--- src/rtl/defog_pkg.sv ---
// Shared defog pipeline definitions: widths, constants and the 8-bit clamp helper.
package defog_pkg;

   localparam int unsigned PIX_W           = 8;
   localparam int unsigned T_MIN           = 26;
   localparam int unsigned DIV_STAGES      = 16;
   localparam int unsigned RECOVER_LATENCY = 18;

   // Side-band carried through the divider next to each quotient.
   typedef struct packed {
      logic             sign;
      logic [PIX_W-1:0] atmo;
   } recover_side_t;

   // Clamp a signed intermediate into the unsigned pixel range [0, 255].
   function automatic logic [PIX_W-1:0] saturate_u8(input logic signed [17:0] val);
      if (val < 0) begin
         return '0;
      end else if (val > 18'sd255) begin
         return 8'hFF;
      end else begin
         return val[PIX_W-1:0];
      end
   endfunction

endpackage

--- src/rtl/recover_div_pipe.sv ---
// Fully pipelined restoring divider: 16-bit dividend / 8-bit divisor, one quotient bit per
// stage (MSB first) with a free-form payload travelling alongside. A zero divisor yields a
// zero quotient so flushed (reset) pipeline contents stay at zero.
module recover_div_pipe
   import defog_pkg::*;
#(
   parameter int unsigned PAY_W = 9
) (
   input  logic             clk,
   input  logic             nrst,
   input  logic [15:0]      i_num,
   input  logic [7:0]       i_den,
   input  logic [PAY_W-1:0] i_pay,
   output logic [15:0]      o_quo,
   output logic [PAY_W-1:0] o_pay
);

   localparam int unsigned NS = DIV_STAGES;

   for (genvar g = 0; g < NS; g++) begin : g_stage
      logic [15:0]      r_num;
      logic [15:0]      r_quo;
      logic [7:0]       r_den;
      logic [7:0]       r_rem;
      logic [PAY_W-1:0] r_pay;

      logic [15:0]      w_num_in;
      logic [15:0]      w_quo_in;
      logic [7:0]       w_den_in;
      logic [7:0]       w_rem_in;
      logic [PAY_W-1:0] w_pay_in;
      logic [8:0]       w_shift;
      logic [7:0]       w_diff;
      logic             w_bit;

      if (g == 0) begin : g_src
         assign w_num_in = i_num;
         assign w_quo_in = '0;
         assign w_den_in = i_den;
         assign w_rem_in = '0;
         assign w_pay_in = i_pay;
      end else begin : g_src
         assign w_num_in = g_stage[g-1].r_num;
         assign w_quo_in = g_stage[g-1].r_quo;
         assign w_den_in = g_stage[g-1].r_den;
         assign w_rem_in = g_stage[g-1].r_rem;
         assign w_pay_in = g_stage[g-1].r_pay;
      end

      // Bring down the next dividend bit into the 9-bit partial remainder.
      assign w_shift = {w_rem_in, w_num_in[15]};
      // When the subtraction is taken the true result is < 256, so 8 bits suffice.
      assign w_diff  = w_shift[7:0] - w_den_in;
      assign w_bit   = (w_den_in != 8'd0) && (w_shift >= {1'b0, w_den_in});

      // Stage register: remainder, partial quotient, shifted dividend and side-band.
      always_ff @(posedge clk or negedge nrst) begin
         if (!nrst) begin
            r_num <= '0;
            r_quo <= '0;
            r_den <= '0;
            r_rem <= '0;
            r_pay <= '0;
         end else begin
            r_num <= {w_num_in[14:0], 1'b0};
            r_quo <= {w_quo_in[14:0], w_bit};
            r_den <= w_den_in;
            r_rem <= w_bit ? w_diff : w_shift[7:0];
            r_pay <= w_pay_in;
         end
      end
   end

   assign o_quo = g_stage[NS-1].r_quo;
   assign o_pay = g_stage[NS-1].r_pay;

   // Final remainder and exhausted dividend are not needed downstream.
   logic w_unused;
   assign w_unused = ^{g_stage[NS-1].r_num, g_stage[NS-1].r_rem};

endmodule

--- src/rtl/image_recover.sv ---
// Scene-radiance recovery: J = A + (I - A) * 256 / max(t, T_MIN), clamped to 8 bits.
// Stage 0 registers the operands, 16 divider stages follow, then a saturating output
// register; sync/enable strobes ride an equal-length delay line.
module image_recover #(
   parameter int unsigned T_MIN   = 26,
   parameter int unsigned LATENCY = 18
) (
   input  logic       clk,
   input  logic       nrst,
   input  logic       hsync,
   input  logic       vsync,
   input  logic       en,
   input  logic [7:0] in_data,
   input  logic [7:0] in_trans,
   input  logic [7:0] atmo,
   output logic       o_hsync,
   output logic       o_vsync,
   output logic       o_en,
   output logic [7:0] out_data
);

   import defog_pkg::*;

   // ---------------- frame latch ----------------
   logic       r_vsync_prev;
   logic [7:0] r_atmo;

   // Capture A on vsync rising edge; mid-frame changes wait for the next frame.
   always_ff @(posedge clk or negedge nrst) begin
      if (!nrst) begin
         r_vsync_prev <= 1'b0;
         r_atmo       <= '0;
      end else begin
         r_vsync_prev <= vsync;
         if (vsync && !r_vsync_prev) begin
            r_atmo <= atmo;
         end
      end
   end

   // ---------------- stage 0 ----------------
   logic [7:0]        w_t_eff;
   logic signed [8:0] w_diff;
   logic              w_sign;
   logic [7:0]        w_mag;

   assign w_t_eff = (in_trans < 8'(T_MIN)) ? 8'(T_MIN) : in_trans;
   assign w_diff  = $signed({1'b0, in_data}) - $signed({1'b0, r_atmo});
   assign w_sign  = w_diff[8];
   assign w_mag   = w_sign ? 8'(-w_diff) : w_diff[7:0];

   logic [15:0]   r_num0;
   logic [7:0]    r_t0;
   recover_side_t r_side0;

   // Input register: scaled magnitude, floored transmission and the A snapshot.
   always_ff @(posedge clk or negedge nrst) begin
      if (!nrst) begin
         r_num0  <= '0;
         r_t0    <= '0;
         r_side0 <= '0;
      end else begin
         r_num0       <= {w_mag, 8'd0};
         r_t0         <= w_t_eff;
         r_side0.sign <= w_sign;
         r_side0.atmo <= r_atmo;
      end
   end

   // ---------------- divider ----------------
   logic [15:0]   w_quo;
   recover_side_t w_side;

   recover_div_pipe #(
      .PAY_W ($bits(recover_side_t))
   ) u_div (
      .clk   (clk),
      .nrst  (nrst),
      .i_num (r_num0),
      .i_den (r_t0),
      .i_pay (r_side0),
      .o_quo (w_quo),
      .o_pay (w_side)
   );

   // ---------------- output stage ----------------
   logic signed [17:0] w_j;
   logic [7:0]         r_out;

   // Recombine with A in a wide signed intermediate so neither direction can wrap.
   always_comb begin
      w_j = '0;
      if (w_side.sign) begin
         w_j = $signed({10'd0, w_side.atmo}) - $signed({2'd0, w_quo});
      end else begin
         w_j = $signed({10'd0, w_side.atmo}) + $signed({2'd0, w_quo});
      end
   end

   // Output register with saturation.
   always_ff @(posedge clk or negedge nrst) begin
      if (!nrst) begin
         r_out <= '0;
      end else begin
         r_out <= saturate_u8(w_j);
      end
   end

   assign out_data = r_out;

   // ---------------- strobe delay line ----------------
   logic [2:0] r_sync [LATENCY];

   // Delay {hsync, vsync, en} by exactly the datapath latency.
   always_ff @(posedge clk or negedge nrst) begin
      if (!nrst) begin
         for (int k = 0; k < int'(LATENCY); k++) begin
            r_sync[k] <= '0;
         end
      end else begin
         r_sync[0] <= {hsync, vsync, en};
         for (int k = 1; k < int'(LATENCY); k++) begin
            r_sync[k] <= r_sync[k-1];
         end
      end
   end

   assign o_hsync = r_sync[LATENCY-1][2];
   assign o_vsync = r_sync[LATENCY-1][1];
   assign o_en    = r_sync[LATENCY-1][0];

endmodule
--- config.mk ---
export PLATFORM = sky130hd
export DESIGN_NAME = image_recover
export DESIGN_NICKNAME = d
export VERILOG_FILES = /design/src/rtl/defog_pkg.sv /design/src/rtl/recover_div_pipe.sv /design/src/rtl/image_recover.sv
export SDC_FILE = /design/constraint.sdc
export NUM_CORES = 1
export LEC_CHECK = 0
export BUFFER_PORTS_ARGS = -buffer_cell sky130_fd_sc_hd__buf_2
export CAP_MARGIN = 20
export CORE_MARGIN = 2
export CORE_UTILIZATION = 45
export CTS_BUF_LIST = sky130_fd_sc_hd__clkbuf_16
export DETAILED_ROUTE_END_ITERATION = 10
export PLACE_DENSITY = 0.69
export SLEW_MARGIN = 15
export SYNTH_ARGS = -nofsm -noshare
export SYNTH_HDL_FRONTEND = slang
export SYNTH_SLANG_ARGS = --single-unit
--- constraint.sdc ---
create_clock -name clk -period 2.7 [get_ports clk]
set_input_delay 0.135 -clock clk [delete_from_list [all_inputs] [get_ports clk]]
set_output_delay 0.135 -clock clk [all_outputs]
set_load 0.05 [all_outputs]
======== Word level (Yosys, flattened, before mapping) ========
Cells that the tools add are included.
operators by class
  add/subtract/negate cells ............... 19
  multiply operators ...................... 0
  div/mod/pow operators ................... 0
  magnitude comparators ................... 19
  eq/ne operators ......................... 0
  shift operators ......................... 0
  multiplexer cells ....................... 20
  bitwise logic cells ..................... 0
  reduce and logical (&&, ||, !) cells .... 34
operators with widths
  cell                                                                            number
  8-bit 2-to-1 mux                                                                19
  9-bit by 8-bit >= comparator with 1-bit output                                  15
  8-bit nonzero test                                                              16
  8-bit subtractor                                                                14
  18-bit by 9-bit > comparator with 1-bit output (second input constant)          1
  18-bit by 1-bit less-than comparator with 1-bit output (second input constant)  1
  18-bit 2-to-1 mux                                                               1
  8-bit by 16-bit adder with 17-bit output                                        1
  1-bit logical AND                                                               17
  8-bit by 16-bit subtractor with 17-bit output                                   1
  8-bit by 8-bit subtractor with 9-bit output                                     1
  1-bit by 8-bit >= comparator with 1-bit output                                  1
  8-bit by 5-bit less-than comparator with 1-bit output (second input constant)   1
  8-bit negation                                                                  1
  1-bit by 8-bit subtractor with 8-bit output                                     1
  1-bit zero test                                                                 1
storage, ports and cells
  register bits after elaboration ......... 644
  bits in latches ......................... 0
  bits in writable memories ............... 0
  ROM bits ................................ 0
  input port bits ......................... 29
  memories kept ........................... 0

======== Logic depth before layout (Yosys ltp) ========
Gate-level depths: netlist (run 1).
  depth in word-level cells ............... 5
  mapped depth ............................ 12

======== Cells and area by module ========
A second synthesis (run 1) with hierarchy kept.
unflattened totals
  cell total of the unflattened synthesis .. 1959
  area total of the unflattened synthesis .. 27062.2 µm²
by module, submodules not included
  module            times used  cells an instance  area an instance (µm²)  seq. area each (µm²)
  recover_div_pipe  1           1606               22858.2                 16015.4
  image_recover     1           353                4204.0                  2377.3

======== Worst setup path before layout (run 1) ========
Ideal clock, no wire load.
  kind .................................... register to register
  start ................................... register u_div.g_stage[15].r_pay[5] (netlist: u_div.o_pay[5])
  end ..................................... register r_out[0] (netlist: out_data[0])
  library setup time ...................... 145 ps
  arrival ................................. 2669 ps
  required time ........................... 2555 ps
  path slack .............................. -113 ps
  cell stages (with the launch flop) ...... 11
  path buffers ............................ 1
  clock period less this slack ............ 2813 ps
  cells stage by stage .................... dfrtp_1 -> ha_1 -> clkbuf_2 -> nand3_1 -> a211oi_1 -> nor2_1 -> o31a_2 -> or3_1 -> a211o_1 -> nor4b_4 -> a21oi_1
on the way
  word-level cells in the longest chain between the ends .. 5
ends and longest elaborated chain
  element                                                                                                           RTL line                                  source
  from (decl)                                                                                                       recover_div_pipe.sv:25                    logic [PAY_W-1:0] r_pay;
  from (signal assigned)                                                                                            recover_div_pipe.sv:69                    r_pay <= w_pay_in;
  8-bit by 16-bit adder with 17-bit output / 8-bit by 16-bit subtractor with 17-bit output (equally long branches)  image_recover.sv:96, image_recover.sv:94
  18-bit 2-to-1 mux *                                                                                               image_recover.sv:93                       if (w_side.sign) begin
  18-bit by 9-bit > comparator with 1-bit output                                                                    defog_pkg.sv:19                           end else if (val > 18'sd255) begin
  8-bit 2-to-1 mux                                                                                                  defog_pkg.sv:19
  8-bit 2-to-1 mux *                                                                                                defog_pkg.sv:17                           if (val < 0) begin
  to (signal assigned)                                                                                              image_recover.sv:105                      r_out <= saturate_u8(w_j);
  to (decl)                                                                                                         image_recover.sv:88                       logic [7:0] r_out;
Mark *: on every way between the ends. The rest lies on a longest branch, timed or not.
A chain may end at the register's enable or synchronous reset.

======== Worst setup path after layout (run 1) ========
  start ................................... register u_div.g_stage[15].r_pay[1] (netlist: u_div.o_pay[1])
  end ..................................... register r_out[0] (netlist: out_data[0])
The elaborated chain is that of the path after synthesis.

==> flow_metrics.py, run 1 <==
metrics = {
    "timing": {
        "setup_viol": 8,
        "slew_headroom": 0.527,
        "tightest_slew_ns": 0.709,
        "fin_hold_ws_ns": 0.0643,
        "clock-skew-final_ns": 0.0153,
        "fin_ws_ns": -0.0823,
        "finalHoldViolations": 0,
        "fin_crit_sh": 1.03,
        "max_freq_mhz": 359,
        "finalCriticalPeriod_ns": 2.78,
        "fin_setup_tns_ns": -0.526,
        "rsz0062_at_grt": "true",
        "slew_viol_final": 0,
    },
    "die": {
        "ioPinCount": 40,
        "die_y_um": 236,
        "die_area_um2": 55700,
        "die_w_um": 236,
        "initial_core_util": 0.453,
        "core_area_um2": 53500,
        "rows": 85,
    },
    "global_routing": {
        "grt_pass1_wl_um": 69900,
        "grt_max_degree": 100,
        "grt_antenna_before_repair": 0,
        "grt_pass1_vias": 14700,
        "globalRouteTotalUtil": 0.153,
        "overflow": 0,
    },
    "yosys": {
        "yosysSeqAreaShare": 0.665,
        "postSynthCellCount": 1767,
        "async_reset_ff_frac": 1.00,
        "synth_edf_count": 0,
        "synth_top_flop_cell": "dfrtp_1",
        "yosys_warnings": 0,
        "synth_top_area_cell": "dfrtp_1",
        "ys_ff_latch": 643,
        "synth_fp_nets": 1960,
        "synth_top_cell_area_share": 0.665,
        "synth_area_leaders": "dfrtp_1, ha_1, mux2_2",
        "syn_avg_cell_area_um2": 13.7,
        "ys_types": 58,
        "syn_area_um2": 24200,
    },
    "setup_path": {
        "timing.critical_path.buf_inv": 2,
        "critical_path.top_delay_family": "compound AO/OA/AOI/OAI gates",
        "cp_cell_sequence": "buf_4, ha_2, o311ai_4, a211oi_2, o21a_1, or3_1, a211o_1, nor4b_4, buf_6, a21oi_1",
        "worstPathRequired_ns": 3.15,
        "endpoint_kind": "flop",
        "critical-path-slowest-cell": "dfrtp_1",
        "crit_path_start_kind": "flop",
        "arrival_ns": 3.23,
        "cpPeakStageDelay_ns": 0.43,
        "worstSetupPathType": "flop to flop",
        "crit_path_max_fanout": 8,
    },
    "clock_network": {
        "htreeDepth": 2,
        "cts_buffers": 60,
        "clock_path_buffers": 3,
        "clk_latency_ns": 0.60,
        "clk_pin_slew_worst_paths_ns": 0.06,
        "cts_tree": "yes",
        "clock-sinks": 643,
        "root_buffer": "clkbuf_16",
    },
    "placement": {
        "globalplace.congestion": 0.868,
        "dp_cells": 2566,
        "io_buffers": 39,
        "dp_hpwl_um": 27300,
    },
    "run_status": {
        "status": "finished, violations left",
        "violations": "negative setup slack",
    },
    "final_layout": {
        "mostFrequentLayoutCells": "dfrtp_1, inv_1, ha_1",
        "layout_commonest_cell": "dfrtp_1",
        "syn_to_final_growth_pct": 18.1,
        "antennaDiodeCount": 0,
        "final_cells": 2713,
        "fin_nets": 2163,
        "drive_gt1_frac": 0.182,
    },
    "routing": {
        "wl_um": 41200,
        "postRouteAntennaNets": 0,
        "wl_per_cell_um": 15.2,
        "first_pass_iters": 5,
        "first_iter_violations": 611,
        "routed_via_density": 4.92,
        "vias": 13400,
        "drc_errors": 0,
    },
    "power_and_ir_drop": {
        "finalPower_mw": 30.4,
        "irDropWorstVdd_mv": 0.653,
        "powerDensity_nw_per_um2": 1060,
        "p_leak_nw": 13.8,
    },
    "run": {
        "drv_cap": 0,
    },
    "hold_path": {
        "hold_path.class": "input port to flop",
    },
}
[cell families after synthesis]
group / synth area share
flip-flops: 0.665
AND/OR/NAND/NOR: 0.0667
XOR/XNOR: 0.0304
buffers and inverters: 0.0339
multiplexers: 0.0494
AO/OA/AOI/OAI: 0.0651
adder cells (fa/ha/maj): 0.0900
[area by class of cell]
class                      instances  area, um^2
clock buffer                      61        1530
sequential                       643       16100
multi-input combinational        915        7750
tap                              696         871
clock inverter                    48         399
timing repair buffer             151        1210
inverter                         199         747
fill                            4331       24900
[path summary, 6_finish.rpt]
| path | slack [ns] | to | start | cells past startpoint |
|---|---|---|---|---|
| min in group asynchronous | 0.11 | r_sync[15]$_DFF_PN0_ | nrst | 2 |
| setup reg to reg | -0.08 | out_data[0]$_DFF_PN0_ | u_div.o_pay[1]$_DFF_PN0_ | 10 |
| hold reg to reg | 0.33 | u_div.g_stage[10].r_quo[10]$_DFF_PN0_ | u_div.g_stage[10].w_quo_in[9]$_DFF_PN0_ | 0 |
| max in group asynchronous | 1.70 | r_num0[15]$_DFF_PN0_ | nrst | 3 |
| hold / removal | 0.06 | r_num0[9]$_DFF_PN0_ | in_data[1] | 4 |
| setup / recovery | -0.08 | out_data[0]$_DFF_PN0_ | u_div.o_pay[1]$_DFF_PN0_ | 10 |
[metrics by stage]
step	instance area [um^2]	utilization	worst slack [ns]
2_1_floorplan	24400	-	0.00533
3_3_place_gp	26000	0.486	-0.205
3_5_place_dp	26000	0.486	-0.289
4_1_cts	28300	0.530	-0.0831
5_1_grt	28600	0.535	-0.230
6_report	28600	0.535	-0.0823
[layer usage]
layer	up-vias	GRT usage	part of all wire
met5	-	0	0
met4	0	0.0618	0.032
met3	100	0.0242	0.031
met2	216	0.291	0.55
met1	6706	0.171	0.39
li1	6337	-	-
[worst reg2reg max path: cells and delay by family (launching register included)]
family                     cells  cell delay [ns]
DFF                            1             0.43
AOI/OAI and AO/OA              5             1.09
buffers and inverters          2             0.32
and+or+nand+nor                2             0.59
adders and majority gates      1             0.20
[report_power, final]
| part | leakage, nW | total [mW] | internal (mW) | switching [mW] |
|---|---|---|---|---|
| sequential | 7.74 | 12.7 | 11.8 | 0.949 |
| combinational | 5.10 | 9.50 | 4.69 | 4.81 |
| clock | 0.976 | 8.20 | 4.74 | 3.46 |
| total | 13.8 | 30.4 | 21.2 | 9.22 |
[what timing repair did]
action | in CTS | in global routing
resized for setup | 37 | 57
endpoints found under the hold margin | 221 | 0
endpoints found under the setup margin | 61 | 106
gates cloned | 0 | 0
pin swaps | 7 | 17
setup buffers | 2 | 12
hold buffers | 24 | 0
[registers in the layout (all words and copies together) (netlist names)]
register	cells
u_div.g_stage.r_pay	126
u_div.g_stage.r_den	112
u_div.g_stage.r_rem	112
u_div.g_stage.r_quo	110
r_sync	51
u_div.g_stage.r_num	28
u_div.o_quo	16
u_div.g_stage.w_quo_in	10
r_side0	9
u_div.g_stage.w_pay_in	9
u_div.o_pay	9
out_data	8
r_atmo	8
r_num0	8
r_t0	8
u_div.g_stage.w_den_in	8
u_div.g_stage.w_rem_in	8
o_en	1
o_hsync	1
o_vsync	1
[cells in the mapped netlist, types with 3 or more instances]
library cell  number
dfrtp_1          643
o211ai_1           3
inv_1            199
a21boi_0          14
nand3_1           12
a21o_1            24
xnor2_1           53
a2bb2oi_1          6
o21ai_0           69
xor2_1            31
o31ai_1            5
nor2_1            80
mux2_2            84
clkbuf_1           5
a211oi_1           7
nor3_1            13
o21a_1            17
a21oi_1           51
and2_1             5
nand4_1           24
nor2b_1           34
ha_1             147
mux2i_1           25
nor4_1            33
o41ai_2            7
nand2b_1          26
fa_1              17
a31oi_1           10
nand2_1           81
Note: power is estimated with default switching activity, not from simulation.
==> run 2, diff against run 1 <==
--- a/config.mk
+++ b/config.mk
@@ -5,7 +5,7 @@
 export SDC_FILE = /design/constraint.sdc
 export NUM_CORES = 1
 export LEC_CHECK = 0
-export BUFFER_PORTS_ARGS = -buffer_cell sky130_fd_sc_hd__buf_2
+export BUFFER_PORTS_ARGS = -buffer_cell sky130_fd_sc_hd__buf_4
 export CAP_MARGIN = 20
 export CORE_MARGIN = 2
 export CORE_UTILIZATION = 45
==> flow_metrics.py, run 2 (same netlist as run 1, synthesis figures left out) <==
metrics = {
    "die": {
        "rows": 85,
        "die_y_um": 236,
        "die_w_um": 236,
        "ioPinCount": 40,
        "die_area_um2": 55700,
        "core_area_um2": 53500,
        "initial_core_util": 0.453,
    },
    "setup_path": {
        "crit_path_max_fanout": 8,
        "crit_path_start_kind": "flop",
        "arrival_ns": 3.21,
        "critical-path-slowest-cell": "dfrtp_1",
        "critical_path.top_delay_family": "compound AO/OA/AOI/OAI gates",
        "cpPeakStageDelay_ns": 0.43,
        "endpoint_kind": "flop",
        "cp_cell_sequence": "ha_2, nor2b_1, o311ai_4, a211oi_2, o21a_1, or3_1, a211o_1, nor4b_4, buf_6, a21oi_1",
        "worstPathRequired_ns": 3.14,
        "worstSetupPathType": "flop to flop",
        "timing.critical_path.buf_inv": 1,
    },
    "routing": {
        "wl_um": 41300,
        "drc_errors": 0,
        "vias": 13400,
        "postRouteAntennaNets": 0,
        "first_pass_iters": 5,
        "wl_per_cell_um": 15.2,
        "first_iter_violations": 690,
        "routed_via_density": 4.92,
    },
    "final_layout": {
        "layout_commonest_cell": "dfrtp_1",
        "fin_nets": 2170,
        "mostFrequentLayoutCells": "dfrtp_1, inv_1, ha_1",
        "fill_cells": 4360,
        "largest_reg_flops": 126,
        "drive_gt1_frac": 0.192,
        "syn_to_final_growth_pct": 18.7,
        "antennaDiodeCount": 0,
        "largest-register": "u_div.g_stage.r_pay",
        "seqCellArea_um2": 16100,
        "top_regs": "u_div.g_stage.r_pay x126, u_div.g_stage.r_den x112, u_div.g_stage.r_rem x112",
        "multi_input_area_um2": 7810,
    },
    "power_and_ir_drop": {
        "clock_power_share": 0.261,
        "powerDensity_nw_per_um2": 1060,
        "p_sw_frac": 0.306,
        "pwr-share-comb": 0.317,
        "seqPwrFrac": 0.422,
        "p_leak_nw": 13.9,
        "finalPower_mw": 30.3,
        "p_int_mw": 21.1,
        "irDropWorstVdd_mv": 0.592,
        "p_sw_mw": 9.28,
    },
    "placement": {
        "globalplace.congestion": 0.876,
        "dp_hpwl_um": 28300,
        "io_buffers": 39,
    },
    "global_routing": {
        "globalRouteTotalUtil": 0.156,
        "grt_antenna_before_repair": 0,
        "grt_pass1_vias": 14800,
        "grt_max_degree": 83,
        "grt_pass1_wl_um": 71100,
        "overflow": 0,
    },
    "timing": {
        "max_freq_mhz": 361,
        "setup_viol": 8,
        "slew_viol_final": 0,
        "fin_crit_sh": 1.03,
        "fin_setup_tns_ns": -0.475,
        "tightest_slew_ns": 0.776,
        "fin_hold_ws_ns": 0.0580,
        "finalHoldViolations": 0,
        "clock-skew-final_ns": 0.0198,
        "fin_ws_ns": -0.0734,
        "finalCriticalPeriod_ns": 2.77,
        "slew_headroom": 0.483,
        "rsz0062_at_grt": "true",
    },
    "clock_network": {
        "cts_buffers": 61,
        "clock_path_buffers": 3,
        "root_buffer": "clkbuf_16",
        "cts_tree": "yes",
        "clk_pin_slew_worst_paths_ns": 0.06,
        "clk_latency_ns": 0.61,
        "htreeDepth": 2,
        "clock-sinks": 643,
    },
    "hold_path": {
        "hold_path.class": "input port to flop",
    },
    "run": {
        "drv_cap": 0,
    },
    "run_status": {
        "violations": "negative setup slack",
        "status": "finished, violations left",
    },
}
[run 2: changes by cell type in the layout (fill, tap and decap cells not counted), sizes merged]
cell and delta:
inv +2, clkdlybuf4s15 +1, clkinv -4, buf +5, bufinv -4, clkinvlp +2
clkbuf +2
[run 2: tightest hold or removal path, cell delays in order]
cell,delay (ns)
buf_4,0.10
fa_1,0.15
inv_1,0.06
o21ai_0,0.17
[run 2: worst paths after layout]
check | endpoint | slack [ns] | startpoint | cells past startpoint
setup / recovery | out_data[3]$_DFF_PN0_ | -0.07 | u_div.o_quo[0]$_DFF_PN0_ | 10
hold / removal | r_num0[9]$_DFF_PN0_ | 0.06 | in_data[1] | 4
setup reg to reg | out_data[3]$_DFF_PN0_ | -0.07 | u_div.o_quo[0]$_DFF_PN0_ | 10
hold reg to reg | u_div.g_stage[0].r_num[11]$_DFF_PN0_ | 0.34 | r_num0[10]$_DFF_PN0_ | 0
max in group asynchronous | u_div.g_stage[0].r_pay[7]$_DFF_PN0_ | 1.67 | nrst | 3
min in group asynchronous | u_div.o_quo[2]$_DFF_PN0_ | 0.15 | nrst | 2
[run 2: power by group through the flow]
stage	clock (mW)	combinational, mW	sequential [mW]
after floorplan	0	6.42	12.7
after global placement	0	8.63	12.9
after detailed placement	0	8.85	13.0
after CTS	8.20	9.30	12.8
after global routing	8.63	10.7	13.0
final	7.92	9.63	12.8
[run 2: timing repair]
action	CTS	global route
pin swaps	8	14
hold endpoints to repair	110	0
gates resized for setup	48	55
gates cloned	0	1
hold buffers	24	0
setup endpoints to repair	39	107
setup buffers	2	6
[run 2: layout make-up]
cell class / instances / share of cell area
tap: 696 / 0.0303
timing repair buffer: 157 / 0.0472
multi-input combinational: 915 / 0.272
clock buffer: 63 / 0.0548
clock inverter: 44 / 0.0104
inverter: 199 / 0.0260
sequential: 643 / 0.560
[run 2: through the flow]
stage	setup WS, ns	area [um^2]	utilization	instances
6_report	-0.0734	28800	0.537	2717
5_1_grt	-0.214	28800	0.537	2717
4_1_cts	-0.0632	28500	0.533	2710
3_5_place_dp	-0.241	26200	0.490	2577
3_3_place_gp	-0.176	26200	0.490	2577
2_1_floorplan	0.00533	24400	-	1767
[run 2: metal layers]
| layer | global-route usage | share of wire |
|---|---|---|
| met2 | 0.293 | 0.55 |
| met5 | 0 | 0 |
| met4 | 0.0552 | 0.026 |
| met3 | 0.0246 | 0.027 |
| met1 | 0.178 | 0.40 |
